[src/rtl/cpu_ctrl_pkg.sv]
// Shared opcodes, control constants, control-word layout and FSM states for the sequenced decoder.
package cpu_ctrl_pkg;

  // Range opcodes (BRZ/BRN/LDI/STI) only match on OP[6:2]; their low two bits are operand bits.
  localparam logic [6:0] OP_BRZ  = 7'b1011000;
  localparam logic [6:0] OP_BRN  = 7'b1011100;
  localparam logic [6:0] OP_LDI  = 7'b1010000;
  localparam logic [6:0] OP_STI  = 7'b1010100;
  localparam logic [6:0] OP_STR  = 7'b1000101;
  localparam logic [6:0] OP_LRLI = 7'b1000010;
  localparam logic [6:0] OP_BSET = 7'b1001001;
  localparam logic [6:0] OP_BCLR = 7'b1001000;
  localparam logic [6:0] OP_JMPR = 7'b1001101;
  localparam logic [6:0] OP_CALL = 7'b1001110;

  localparam logic [1:0] PS_HOLD = 2'b00;
  localparam logic [1:0] PS_INC  = 2'b01;
  localparam logic [1:0] PS_LOAD = 2'b11;

  localparam logic [4:0] FS_PASS_A = 5'b01100;

  localparam logic [4:0] MUXD_LRLI = 5'b00001;
  localparam logic [4:0] MUXD_CALL = 5'b00010;
  localparam logic [4:0] MUXD_BR   = 5'b00100;

  localparam logic [1:0] SS_PUSH = 2'b01;

  // Longest instruction (LRLI, CALL) in steps.
  localparam int MAX_STEPS = 2;

  typedef enum logic [1:0] {
    ST_IDLE,
    ST_EXEC,
    ST_STALL
  } state_t;

  // Width-independent part of the per-step control word.
  typedef struct packed {
    logic [1:0] ps;
    logic       ir_l;
    logic       wr;
    logic       clr;
    logic       cin;
    logic       muxa;
    logic       mem_write;
    logic [1:0] ss;
  } ctrl_word_t;

endpackage

[src/rtl/cpu_seq_decoder_if.sv]
// Fetch/datapath-facing bundle of the sequenced decoder: instruction handshake, flags, stall and control word.
interface cpu_seq_decoder_if #(
  parameter int DATA_W = 16,
  parameter int REG_AW = 3,
  parameter int STEP_W = 2,
  parameter int FS_W   = 5,
  parameter int MUXD_W = 5
);
  logic [DATA_W-1:0] ir;
  logic              ir_valid;
  logic              ready;
  logic              n;
  logic              z;
  logic              stall;
  logic [1:0]        ps;
  logic              ir_l;
  logic [REG_AW-1:0] aa;
  logic [REG_AW-1:0] ba;
  logic [REG_AW-1:0] da;
  logic              wr;
  logic              clr;
  logic [FS_W-1:0]   fs;
  logic              cin;
  logic [MUXD_W-1:0] muxd;
  logic              muxa;
  logic [DATA_W-1:0] k;
  logic              mem_write;
  logic [1:0]        ss;
  logic [STEP_W-1:0] step;
  logic              done;

  modport master (
    output ir, ir_valid, n, z, stall,
    input  ready, ps, ir_l, aa, ba, da, wr, clr, fs, cin, muxd, muxa, k,
           mem_write, ss, step, done
  );

  modport slave (
    input  ir, ir_valid, n, z, stall,
    output ready, ps, ir_l, aa, ba, da, wr, clr, fs, cin, muxd, muxa, k,
           mem_write, ss, step, done
  );
endinterface

[src/rtl/cpu_seq_decode_rom.sv]
// Combinational decode of (instruction, sampled flags, step) into one control word and a last-step flag.
module cpu_seq_decode_rom
  import cpu_ctrl_pkg::*;
#(
  parameter int DATA_W = 16,
  parameter int REG_AW = 3,
  parameter int STEP_W = 2,
  parameter int FS_W   = 5,
  parameter int MUXD_W = 5
) (
  input  logic [DATA_W-1:0] ir,
  input  logic              n,
  input  logic              z,
  input  logic [STEP_W-1:0] step,
  output ctrl_word_t        cw,
  output logic [REG_AW-1:0] aa,
  output logic [REG_AW-1:0] ba,
  output logic [REG_AW-1:0] da,
  output logic [FS_W-1:0]   fs,
  output logic [MUXD_W-1:0] muxd,
  output logic [DATA_W-1:0] k,
  output logic              last_step
);

  logic [6:0]        op;
  logic              is_brz;
  logic              is_brn;
  logic              br_taken;
  logic              first_step;
  logic [DATA_W-1:0] bit_mask;

  assign op         = ir[DATA_W-1 -: 7];
  assign is_brz     = (op[6:2] == OP_BRZ[6:2]);
  assign is_brn     = (op[6:2] == OP_BRN[6:2]);
  assign br_taken   = is_brz ? z : n;
  assign first_step = (step == '0);
  assign bit_mask   = DATA_W'(1) << ir[5:2];

  always_comb begin
    cw        = '0;
    aa        = '0;
    ba        = '0;
    da        = '0;
    fs        = '0;
    muxd      = '0;
    k         = '0;
    last_step = 1'b1;

    if (is_brz || is_brn) begin
      if (br_taken) begin
        cw.ps   = PS_LOAD;
        aa      = REG_AW'(ir[10:8]);
        fs      = FS_W'(FS_PASS_A);
        muxd    = MUXD_W'(MUXD_BR);
        cw.muxa = 1'b1;
        k       = DATA_W'(ir[7:0]);
      end else begin
        cw.ps = PS_INC;
      end
    end else if (op[6:2] == OP_LDI[6:2]) begin
      da      = REG_AW'(ir[10:8]);
      k       = DATA_W'(ir[7:0]);
      cw.muxa = 1'b1;
      cw.wr   = 1'b1;
      cw.ps   = PS_INC;
    end else if (op[6:2] == OP_STI[6:2]) begin
      aa           = REG_AW'(ir[10:8]);
      k            = DATA_W'(ir[7:0]);
      cw.mem_write = 1'b1;
      cw.ps        = PS_INC;
    end else if (op == OP_STR) begin
      aa           = REG_AW'(ir[8:6]);
      ba           = REG_AW'(ir[2:0]);
      fs           = FS_W'(FS_PASS_A);
      cw.mem_write = 1'b1;
      cw.ps        = PS_INC;
    end else if (op == OP_BSET || op == OP_BCLR) begin
      // Read-modify-write of one bit; the PC is left alone on this instruction.
      aa    = REG_AW'(ir[8:6]);
      da    = REG_AW'(ir[8:6]);
      k     = (op == OP_BSET) ? bit_mask : ~bit_mask;
      fs    = FS_W'(FS_PASS_A);
      cw.wr = 1'b1;
    end else if (op == OP_JMPR) begin
      aa    = REG_AW'(ir[5:3]);
      k     = DATA_W'(ir[8:0]);
      cw.ps = PS_LOAD;
    end else if (op == OP_LRLI) begin
      last_step = !first_step;
      if (first_step) begin
        muxd  = MUXD_W'(MUXD_LRLI);
        cw.wr = 1'b1;
        da    = REG_AW'(ir[8:6]);
      end else begin
        k       = ir;
        cw.muxa = 1'b1;
        cw.ps   = PS_INC;
      end
    end else if (op == OP_CALL) begin
      last_step = !first_step;
      if (first_step) begin
        cw.ss = SS_PUSH;
        muxd  = MUXD_W'(MUXD_CALL);
        cw.ps = PS_HOLD;
      end else begin
        k     = DATA_W'(ir[8:0]);
        cw.ps = PS_LOAD;
      end
    end else if (!op[6]) begin
      fs    = op[FS_W-1:0];
      da    = REG_AW'(ir[8:6]);
      aa    = REG_AW'(ir[5:3]);
      ba    = REG_AW'(ir[2:0]);
      cw.wr = 1'b1;
      cw.ps = PS_INC;
    end else begin
      cw.ps = PS_INC;
    end

    cw.ir_l = cw.ir_l | last_step;
  end

endmodule

[src/rtl/cpu_seq_decoder.sv]
// Registered multi-cycle decoder: accepts one instruction, issues one control word per step, stall freezes the step.
module cpu_seq_decoder
  import cpu_ctrl_pkg::*;
#(
  parameter int DATA_W = 16,
  parameter int REG_AW = 3,
  parameter int STEP_W = 2,
  parameter int FS_W   = 5,
  parameter int MUXD_W = 5
) (
  input  logic              clk,
  input  logic              rst,
  cpu_seq_decoder_if.slave  bus
);

  if (MAX_STEPS > (1 << STEP_W)) begin : g_step_w_chk
    $error("STEP_W cannot count the longest instruction");
  end
  if (DATA_W < 16) begin : g_data_w_chk
    $error("DATA_W must be at least 16");
  end
  if (FS_W < 5 || FS_W > 7) begin : g_fs_w_chk
    $error("FS_W must be between 5 and 7");
  end
  if (REG_AW < 3 || MUXD_W < 3) begin : g_field_w_chk
    $error("REG_AW and MUXD_W must be at least 3");
  end

  typedef struct packed {
    ctrl_word_t        cw;
    logic [REG_AW-1:0] aa;
    logic [REG_AW-1:0] ba;
    logic [REG_AW-1:0] da;
    logic [FS_W-1:0]   fs;
    logic [MUXD_W-1:0] muxd;
    logic [DATA_W-1:0] k;
    logic              last;
  } out_t;

  state_t            state_q, state_d;
  logic [STEP_W-1:0] step_q, step_d, rom_step;
  logic [DATA_W-1:0] ir_q, rom_ir;
  logic              n_q, z_q, rom_n, rom_z;
  logic              accept;
  out_t              out_q, out_d, rom_out;

  ctrl_word_t        rom_cw;
  logic [REG_AW-1:0] rom_aa, rom_ba, rom_da;
  logic [FS_W-1:0]   rom_fs;
  logic [MUXD_W-1:0] rom_muxd;
  logic [DATA_W-1:0] rom_k;
  logic              rom_last;

  // A stall on the final step withdraws ready so the step repeats and nothing is accepted.
  assign bus.ready = (state_q == ST_IDLE) ||
                     (state_q == ST_EXEC && out_q.last && !bus.stall);
  assign accept    = bus.ready && bus.ir_valid;

  // The output register is loaded with the word for the step about to be shown next cycle.
  assign rom_ir   = accept ? bus.ir : ir_q;
  assign rom_n    = accept ? bus.n  : n_q;
  assign rom_z    = accept ? bus.z  : z_q;
  assign rom_step = accept ? '0 :
                    (state_q == ST_EXEC) ? step_q + STEP_W'(1) : step_q;

  cpu_seq_decode_rom #(
    .DATA_W (DATA_W),
    .REG_AW (REG_AW),
    .STEP_W (STEP_W),
    .FS_W   (FS_W),
    .MUXD_W (MUXD_W)
  ) u_rom (
    .ir        (rom_ir),
    .n         (rom_n),
    .z         (rom_z),
    .step      (rom_step),
    .cw        (rom_cw),
    .aa        (rom_aa),
    .ba        (rom_ba),
    .da        (rom_da),
    .fs        (rom_fs),
    .muxd      (rom_muxd),
    .k         (rom_k),
    .last_step (rom_last)
  );

  always_comb begin
    rom_out = '{cw: rom_cw, aa: rom_aa, ba: rom_ba, da: rom_da, fs: rom_fs,
                muxd: rom_muxd, k: rom_k, last: rom_last};
  end

  always_comb begin
    state_d = state_q;
    step_d  = step_q;
    out_d   = out_q;
    unique case (state_q)
      ST_IDLE: begin
        if (accept) begin
          state_d = ST_EXEC;
          step_d  = rom_step;
          out_d   = rom_out;
        end
      end
      ST_EXEC: begin
        if (bus.stall) begin
          // Hold the word but drop every commit so a frozen step cannot write twice.
          state_d            = ST_STALL;
          out_d.cw.wr        = 1'b0;
          out_d.cw.mem_write = 1'b0;
          out_d.cw.ps        = PS_HOLD;
        end else if (!out_q.last || accept) begin
          step_d = rom_step;
          out_d  = rom_out;
        end else begin
          state_d = ST_IDLE;
          step_d  = '0;
          out_d   = '0;
        end
      end
      ST_STALL: begin
        if (!bus.stall) begin
          state_d = ST_EXEC;
          out_d   = rom_out;
        end
      end
      default: begin
        state_d = ST_IDLE;
        step_d  = '0;
        out_d   = '0;
      end
    endcase
  end

  always_ff @(posedge clk) begin
    if (rst) begin
      state_q <= ST_IDLE;
      step_q  <= '0;
      out_q   <= '0;
      ir_q    <= '0;
      n_q     <= 1'b0;
      z_q     <= 1'b0;
    end else begin
      state_q <= state_d;
      step_q  <= step_d;
      out_q   <= out_d;
      if (accept) begin
        ir_q <= bus.ir;
        n_q  <= bus.n;
        z_q  <= bus.z;
      end
    end
  end

  assign bus.ps        = out_q.cw.ps;
  assign bus.ir_l      = out_q.cw.ir_l;
  assign bus.aa        = out_q.aa;
  assign bus.ba        = out_q.ba;
  assign bus.da        = out_q.da;
  assign bus.wr        = out_q.cw.wr;
  assign bus.clr       = out_q.cw.clr;
  assign bus.fs        = out_q.fs;
  assign bus.cin       = out_q.cw.cin;
  assign bus.muxd      = out_q.muxd;
  assign bus.muxa      = out_q.cw.muxa;
  assign bus.k         = out_q.k;
  assign bus.mem_write = out_q.cw.mem_write;
  assign bus.ss        = out_q.cw.ss;
  assign bus.step      = step_q;
  assign bus.done      = out_q.last;

endmodule

[src/flat_wrapper.sv]
// flat-port wrapper written by rule: the top's interface ports become plain ports
module cpu_seq_decoder_flat import cpu_ctrl_pkg::*;
#(
  parameter int DATA_W = 16,
  parameter int REG_AW = 3,
  parameter int STEP_W = 2,
  parameter int FS_W   = 5,
  parameter int MUXD_W = 5
)
  (clk, rst, bus_ir, bus_ir_valid, bus_n, bus_z, bus_stall, bus_ready, bus_ps, bus_ir_l, bus_aa, bus_ba, bus_da, bus_wr, bus_clr, bus_fs, bus_cin, bus_muxd, bus_muxa, bus_k, bus_mem_write, bus_ss, bus_step, bus_done);
  cpu_seq_decoder_if #(.DATA_W(DATA_W), .REG_AW(REG_AW), .STEP_W(STEP_W), .FS_W(FS_W), .MUXD_W(MUXD_W)) bus_i ();
  input  logic clk;
  input  logic rst;
  input wire logic [$bits(bus_i.ir)-1:0] bus_ir;
  input wire logic [$bits(bus_i.ir_valid)-1:0] bus_ir_valid;
  input wire logic [$bits(bus_i.n)-1:0] bus_n;
  input wire logic [$bits(bus_i.z)-1:0] bus_z;
  input wire logic [$bits(bus_i.stall)-1:0] bus_stall;
  output wire logic [$bits(bus_i.ready)-1:0] bus_ready;
  output wire logic [$bits(bus_i.ps)-1:0] bus_ps;
  output wire logic [$bits(bus_i.ir_l)-1:0] bus_ir_l;
  output wire logic [$bits(bus_i.aa)-1:0] bus_aa;
  output wire logic [$bits(bus_i.ba)-1:0] bus_ba;
  output wire logic [$bits(bus_i.da)-1:0] bus_da;
  output wire logic [$bits(bus_i.wr)-1:0] bus_wr;
  output wire logic [$bits(bus_i.clr)-1:0] bus_clr;
  output wire logic [$bits(bus_i.fs)-1:0] bus_fs;
  output wire logic [$bits(bus_i.cin)-1:0] bus_cin;
  output wire logic [$bits(bus_i.muxd)-1:0] bus_muxd;
  output wire logic [$bits(bus_i.muxa)-1:0] bus_muxa;
  output wire logic [$bits(bus_i.k)-1:0] bus_k;
  output wire logic [$bits(bus_i.mem_write)-1:0] bus_mem_write;
  output wire logic [$bits(bus_i.ss)-1:0] bus_ss;
  output wire logic [$bits(bus_i.step)-1:0] bus_step;
  output wire logic [$bits(bus_i.done)-1:0] bus_done;
  assign bus_i.ir = bus_ir;
  assign bus_i.ir_valid = bus_ir_valid;
  assign bus_i.n = bus_n;
  assign bus_i.z = bus_z;
  assign bus_i.stall = bus_stall;
  assign bus_ready = bus_i.ready;
  assign bus_ps = bus_i.ps;
  assign bus_ir_l = bus_i.ir_l;
  assign bus_aa = bus_i.aa;
  assign bus_ba = bus_i.ba;
  assign bus_da = bus_i.da;
  assign bus_wr = bus_i.wr;
  assign bus_clr = bus_i.clr;
  assign bus_fs = bus_i.fs;
  assign bus_cin = bus_i.cin;
  assign bus_muxd = bus_i.muxd;
  assign bus_muxa = bus_i.muxa;
  assign bus_k = bus_i.k;
  assign bus_mem_write = bus_i.mem_write;
  assign bus_ss = bus_i.ss;
  assign bus_step = bus_i.step;
  assign bus_done = bus_i.done;
  cpu_seq_decoder #(.DATA_W(DATA_W), .REG_AW(REG_AW), .STEP_W(STEP_W), .FS_W(FS_W), .MUXD_W(MUXD_W)) u_core (.clk(clk), .rst(rst), .bus(bus_i));
endmodule
[config.mk]
export PLATFORM = sky130hd
export DESIGN_NAME = cpu_seq_decoder_flat
export DESIGN_NICKNAME = d
export VERILOG_FILES = /design/src/rtl/cpu_ctrl_pkg.sv /design/src/rtl/cpu_seq_decoder_if.sv /design/src/rtl/cpu_seq_decode_rom.sv /design/src/rtl/cpu_seq_decoder.sv /design/src/flat_wrapper.sv
export SDC_FILE = /design/constraint.sdc
export NUM_CORES = 1
export LEC_CHECK = 0
export ABC_CLOCK_PERIOD_IN_PS = 3200
export CAP_MARGIN = 20
export CORE_ASPECT_RATIO = 0.8
export CORE_MARGIN = 1.5
export CORE_UTILIZATION = 53
export CTS_CLUSTER_DIAMETER = 50
export DETAILED_ROUTE_END_ITERATION = 8
export MAX_ROUTING_LAYER = met4
export PLACE_DENSITY = 0.9
export SYNTH_ARGS = -nofsm -noshare
export SYNTH_HDL_FRONTEND = slang
export SYNTH_SLANG_ARGS = --single-unit
export TNS_END_PERCENT = 100
[constraint.sdc]
create_clock -name clk -period 3.2 [get_ports clk]
set_input_delay 0.8 -clock clk [delete_from_list [all_inputs] [get_ports clk]]
set_output_delay 0.8 -clock clk [all_outputs]
set_load 0.005 [all_outputs]
Yosys cells after proc, flatten, opt, wreduce, memory -nomap -nowiden
Index checks and enable logic that the tools add are counted.
{"block": "word_totals", "regBits": 68, "inputBits": 22, "output_inout_bits": 49, "elab_cells": 192}
{"block": "classes", "add_sub_neg": 1, "eq_ne": 16, "shift": 1, "mux": 136, "bitwise_logic": 2, "reduce_logical": 16}
{"cell": "2-to-1 mux 16 bit", "count": 10}
{"cell": "2-to-1 mux 46 bit", "count": 3}
{"cell": "case mux 46 bit (3 select lines)", "count": 1}
{"cell": "2-to-1 mux 3 bit", "count": 33}
{"cell": "2-to-1 mux 5 bit", "count": 16}
{"cell": "2-to-1 mux 2 bit", "count": 23}
{"cell": "2-to-1 mux 1 bit", "count": 43}
{"cell": "equality test 7 bit (second input constant)", "count": 6}
{"cell": "2-to-1 mux 38 bit", "count": 1}
{"cell": "equality test 5 bit (second input constant)", "count": 4}
{"cell": "2-to-1 mux 9 bit", "count": 2}
{"cell": "inverter 16 bit", "count": 1}
{"cell": "<< shifter 1 x 4 -> 16 bit (first input constant)", "count": 1}
{"cell": "case mux 2 bit (3 select lines)", "count": 2}
{"cell": "AND reduction 3 bit", "count": 3}
{"cell": "2-to-1 mux 8 bit", "count": 1}
{"cell": "zero test 2 bit", "count": 2}
{"cell": "logical OR 1 bit", "count": 4}
{"cell": "2-to-1 mux 4 bit", "count": 1}
{"cell": "inequality test 2 bit (second input constant)", "count": 2}
{"cell": "logical AND 1 bit", "count": 3}
{"cell": "zero test 1 bit", "count": 3}
{"cell": "inequality test 3 bit (second input constant)", "count": 1}
{"cell": "adder 2 x 1 -> 2 bit (second input constant)", "count": 1}
{"cell": "5 further kinds", "count": 5}

Longest topological paths before layout
{"block": "depth", "word_depth": 19, "depth_mapped": 11, "mapped_depth_nobuf": 6}

Hierarchy
A second synthesis with hierarchy kept.
{"block": "unflattened", "hier_cells": 618, "hier_area_um2": 4835.9}
{"module": "cpu_seq_decoder", "instances": 1, "cells_each": 453, "area_each_um2": 3794.9, "seq_area_each_um2": 1361.3}
{"module": "cpu_seq_decode_rom", "instances": 1, "cells_each": 165, "area_each_um2": 1041.0, "seq_area_each_um2": 0.0}

Worst setup path after synthesis
Ideal clock, no wire load.
{"block": "synth_timing", "kind": "input-to-reg", "from": "in bus_stall", "to": "reg u_core.out_q (netlist bit u_core.bus.aa[2])", "setup_ns": 0.137, "arrival_ns": 2.439, "required_ns": 3.063, "slack_ns": 0.624, "cell_stages": 10, "path_buffers": 4, "path_cell_list": "buf_6 nand2b_1 buf_6 a21o_1 buf_6 a31o_1 buf_6 or2_1 a221oi_1 o221ai_1"}
{"block": "synth_via", "elab_chain_len": 17, "elab_cells_between_ends": 40, "cone_classes": "eq/ne (13); mux (19); reduce/logical (8)"}
{"item": "from (decl)", "line_no": "flat_wrapper.sv:18", "source": "input wire logic [$bits(bus_i.stall)-1:0] bus_stall;"}
{"item": "zero test 1 bit", "line_no": "cpu_seq_decoder.sv:56", "source": "(state_q == ST_EXEC && out_q.last && !bus.stall);"}
{"item": "logical AND 1 bit", "line_no": "cpu_seq_decoder.sv:56"}
{"item": "logical OR 1 bit", "line_no": "cpu_seq_decoder.sv:55", "source": "assign bus.ready = (state_q == ST_IDLE) ||"}
{"item": "logical AND 1 bit", "line_no": "cpu_seq_decoder.sv:57", "source": "assign accept = bus.ready && bus.ir_valid;"}
{"item": "2-to-1 mux 16 bit"}
{"item": "equality test 7 bit or 2-to-1 mux 3 bit (tied branches)", "line_no": "cpu_seq_decode_rom.sv:99, cpu_seq_decode_rom.sv:109"}
{"item": "2-to-1 mux 3 bit", "line_no": "cpu_seq_decode_rom.sv:99", "source": "end else if (op == OP_CALL) begin"}
{"item": "2-to-1 mux 3 bit", "line_no": "cpu_seq_decode_rom.sv:88", "source": "end else if (op == OP_LRLI) begin"}
{"item": "2-to-1 mux 3 bit", "line_no": "cpu_seq_decode_rom.sv:84", "source": "end else if (op == OP_JMPR) begin"}
{"item": "2-to-1 mux 3 bit", "line_no": "cpu_seq_decode_rom.sv:77", "source": "end else if (op == OP_BSET || op == OP_BCLR) begin"}
{"item": "2-to-1 mux 3 bit", "line_no": "cpu_seq_decode_rom.sv:71", "source": "end else if (op == OP_STR) begin"}
{"item": "2-to-1 mux 3 bit", "line_no": "cpu_seq_decode_rom.sv:66", "source": "end else if (op[6:2] == OP_STI[6:2]) begin"}
{"item": "2-to-1 mux 3 bit", "line_no": "cpu_seq_decode_rom.sv:60", "source": "end else if (op[6:2] == OP_LDI[6:2]) begin"}
{"item": "2-to-1 mux 3 bit", "line_no": "cpu_seq_decode_rom.sv:49", "source": "if (is_brz || is_brn) begin"}
{"item": "2-to-1 mux 46 bit", "line_no": "cpu_seq_decoder.sv:111", "source": "end else if (!out_q.last || accept) begin"}
{"item": "2-to-1 mux 38 bit", "line_no": "cpu_seq_decoder.sv:105", "source": "if (bus.stall) begin"}
{"item": "case mux 46 bit (3 select lines)", "line_no": "cpu_seq_decoder.sv:96", "source": "unique case (state_q)"}
{"item": "to (signal assigned)", "line_no": "cpu_seq_decoder.sv:145", "source": "out_q <= out_d;"}
{"item": "to (decl)", "line_no": "cpu_seq_decoder.sv:45", "source": "out_t out_q, out_d, rom_out;"}
Parallel ways exist; a longest one is shown, timed or not. The select of a mux whose other input is x is not followed.
A chain may end at the register's enable or synchronous reset.

Worst setup path after layout
{"block": "layout_timing", "from": "in bus_stall", "to": "out bus_ready"}
{"block": "layout_via", "elab_chain_len": 3}
{"item": "zero test 1 bit", "line_no": "cpu_seq_decoder.sv:56"}
{"item": "logical AND 1 bit", "line_no": "cpu_seq_decoder.sv:56"}
{"item": "logical OR 1 bit", "line_no": "cpu_seq_decoder.sv:55"}
{"item": "to (decl)", "line_no": "flat_wrapper.sv:19", "source": "output wire logic [$bits(bus_i.ready)-1:0] bus_ready;"}
No other way between the ends.

==> summary.txt <==
Final layout
  – Fin nets: approximately 550
  – Final core utilization: 68.59%
  – Share of layout cells above drive strength 1: 12.78%
  – Syn-to-layout area delta: 26.13%
  – N_diodes: 0

Route
  – Routed Antenna Nets: 0
  – Final WL: about 11,000 um
  – First-pass DRT Iterations: 5
  – Drc violations: 0
  – WL/cell: roughly 18 um
  – Via Count: roughly 3,800
  – Drt via density: about 6.1
  – DR iter-0 viols: 344

GRT
  – Met3 Resource Use GR: 7.941%
  – Grt ovf: 0
  – Largest net degree at the start of global routing: 33
  – Initial antenna violation count: 0
  – Vias in the first global route: about 3,400
  – Gr usage total: a little under a third
  – M1 GR Usage: between 40 and 50%
  – Met2 usage: 42.87%
  – First-pass GRT wire length: roughly 18,000 um
  – Global route hottest layer: met1

Timing
  – Worst hold slack: roughly 0.45 ns
  – Final clock skew: between 0.01 and 0.015 ns
  – Slew @ Worst Pin: roughly 0.83 ns
  – Relative slew slack: 43.90%
  – Max-slew violations: 0
  – Max Fclk: 343.1 MHz
  – RSZ-0062 raised after global routing: no
  – Setup TNS: 0 ns
  – Final hold violations: 0
  – Min Tclk post-route: 2.915 ns
  – Post-route clock period utilization: around nine tenths
  – Final-report setup violation count: 0

Clock tree
  – Post-CTS Setup Inserts: 0
  – CTS tree: done
  – Num CTS Buffers: 9
  – H-Tree Depth: 3
  – Clk_lat worst skew: 0.36 ns
  – Clk root buf: clkbuf_8
  – CTS-repair resized insts: 0
  – Hold Buf Count CTS: 0
  – CTS max path bufs: 2
  – Clk sinks: ~60
  – Worst-path clk slew: roughly 0.070 ns

Yosys
  – Mean post-synth cell area: about 8.2 sq um
  – Post-synthesis sequential area ratio: between 30% and 40%
  – Register bit count reported by yosys: 61
  – Share of flip-flops with an asynchronous set or reset: 0%
  – Syn Std Cell Area: around 3700 sq um
  – Synth Flop Type: dfxtp_1
  – Synth top cells by count: 61 x dfxtp_1, 61 x nand2_1, 34 x nor2_1
  – Syn. warnings: 0
  – EDFF count, synth: 0
  – Library cells used by synthesis: 64
  – Area leader, netlist: dfxtp_1
  – Synthesized instance count: ~460
  – Top post-synthesis cells by area: dfxtp_1 33%, mux2i_1 7.6%, nand2_1 6.2%
  – Yosys top cell area share: approximately a third

Floorplanning
  – Die span in y: just under 80 um
  – Starting density of the core: 54.38%
  – Top Ports: between 70 and 80
  – Die Area: ~7500 sq um
  – Die X: between 90 and 100 um
  – Row cnt: 27
  – Core ar.: approximately 6800 sq um

Placed design
  – PortBufs: 65
  – Dpl hpwl: between 8000 and 9000 um
  – Gpl congestion: a little over 1

Power
  – P_int: 1300 uW
  – Leak: around 0.0018 uW
  – Sw Share: between 30% and 40%
  – Pwr Density: ~420 nW/um^2
  – VDD IR-drop max: around 0.21 mV
  – Clk pwr share: 32.3%
  – Comb pwr share: roughly a quarter
  – Sequential fraction of design power: between 40% and 50%
  – Psw: between 600 and 700 uW

Outcome
  – Status: finished, final reports clean

Worst setup path
  – Crit Path Category: input port to primary output
  – Crit-path cells: clkdlybuf4s50_1, nand2b_1, a21oi_1, clkdlybuf4s50_1
  – Data required time of the worst path: 2.40 ns
  – Most frequent CP cell: clkdlybuf4s50_1
  – Critical path fanouts, max: 3
  – Crit-path slowest cell: clkdlybuf4s50_1
  – CP Capture Type: primary output
  – Buffers and inverters on the worst path: 2
  – Worst EP arrival: about 2.1 ns
  – Worst setup SP type: input port
  – Largest delay share family, worst path: buffers and inverters
  – Critical Path Max Stage Delay: ~0.53 ns

Job
  – Max-Cap Viols: 0

Hold path
  – Min-delay worst type: flop to flop
path summary, 6_finish.rpt:
check | start | end | slack, ns | depth (start not counted)
max | bus_stall | bus_ready | 0.29 | 4
min | u_core.z_q | u_core.z_q | 0.45 | 2
max reg2reg | u_core.state_q[0] | u_core.bus.da[0] | 0.71 | 6
min reg2reg | u_core.z_q | u_core.z_q | 0.45 | 2
layout make-up:
cell class / count / area [sq um]
multi-input cells: 348 / 2236
flip-flops and latches: 61 / 1221
fillers: 571 / 2143
clock inverters: 7 / 50.05
clock buffers: 9 / 123.9
inverters: 10 / 37.54
repair buffers: 97 / 903.4
well taps: 87 / 108.9
per-layer routing:
metal	part of all wire, %	wire length [um]
met5	0	0
met1	47	5188
met2	42	4655
met4	1.3	146
met3	10	1142
sequential cells by signal, summed over array words and instances, names as in the netlist:
signal,count
u_core.bus.mem_write,1
u_core.bus.muxa,1
u_core.bus.wr,1
u_core.bus.fs,5
u_core.z_q,1
u_core.bus.ba,3
u_core.bus.step,2
u_core.bus.muxd,3
u_core.bus.ps,2
u_core.bus.done,1
u_core.n_q,1
u_core.state_q,2
u_core.bus.k,16
u_core.ir_q,16
u_core.bus.da,3
u_core.bus.aa,3
cell families after synthesis:
kind of cell | share of synthesized area, %
simple gates | 25.15
other cells | 0.1010
buf+inv | 7.249
mux | 9.508
xor+xnor | 3.540
flops | 32.91
compound gates | 21.54
cells in the final DEF, fill, tap and decap left out, drive strengths merged, types with 14 or more instances in the layout:
cell type | synthesis | routed
nor2 | 34 | 34
o21ai | 29 | 29
nand2 | 61 | 61
buf | 22 | 32
dfxtp | 61 | 61
xnor2 | 14 | 14
clkdlybuf4s50 | 0 | 65
a21oi | 23 | 23
mux2i | 30 | 30
power by group through the flow:
| stage | Clock [uW] | Combinational, uW | Sequential, uW |
|---|---|---|---|
| global placement | 0 | 463 | 863 |
| floorplan | 0 | 302 | 840 |
| detailed placement | 0 | 465 | 864 |
| CTS | 631 | 468 | 847 |
| global route | 661 | 513 | 854 |
| finish | 634 | 476 | 850 |
worst register-to-register path, stage by stage, from the launching register on:
cell and delay (ns):
dfxtp_1 0.71, a21o_1 0.27, buf_12 0.22, mux2i_1 0.56, nor3_1 0.13, a211oi_2 0.37, a22o_1 0.18
stage by stage:
step | instances | total power (uW) | instance area, sq um | setup WS, ns
after CTS | 619 | 1946 | 4681 | 0.2772
after global placement | 603 | 1325 | 4507 | 0.09958
final | 619 | 1960 | 4681 | 0.2853
after detailed placement | 603 | 1329 | 4507 | 0.02896
after floorplan | 459 | 1142 | 3726 | 0.6240
after global routing | 619 | 2028 | 4681 | 0.2057
Power figures use the tool's default switching activity.
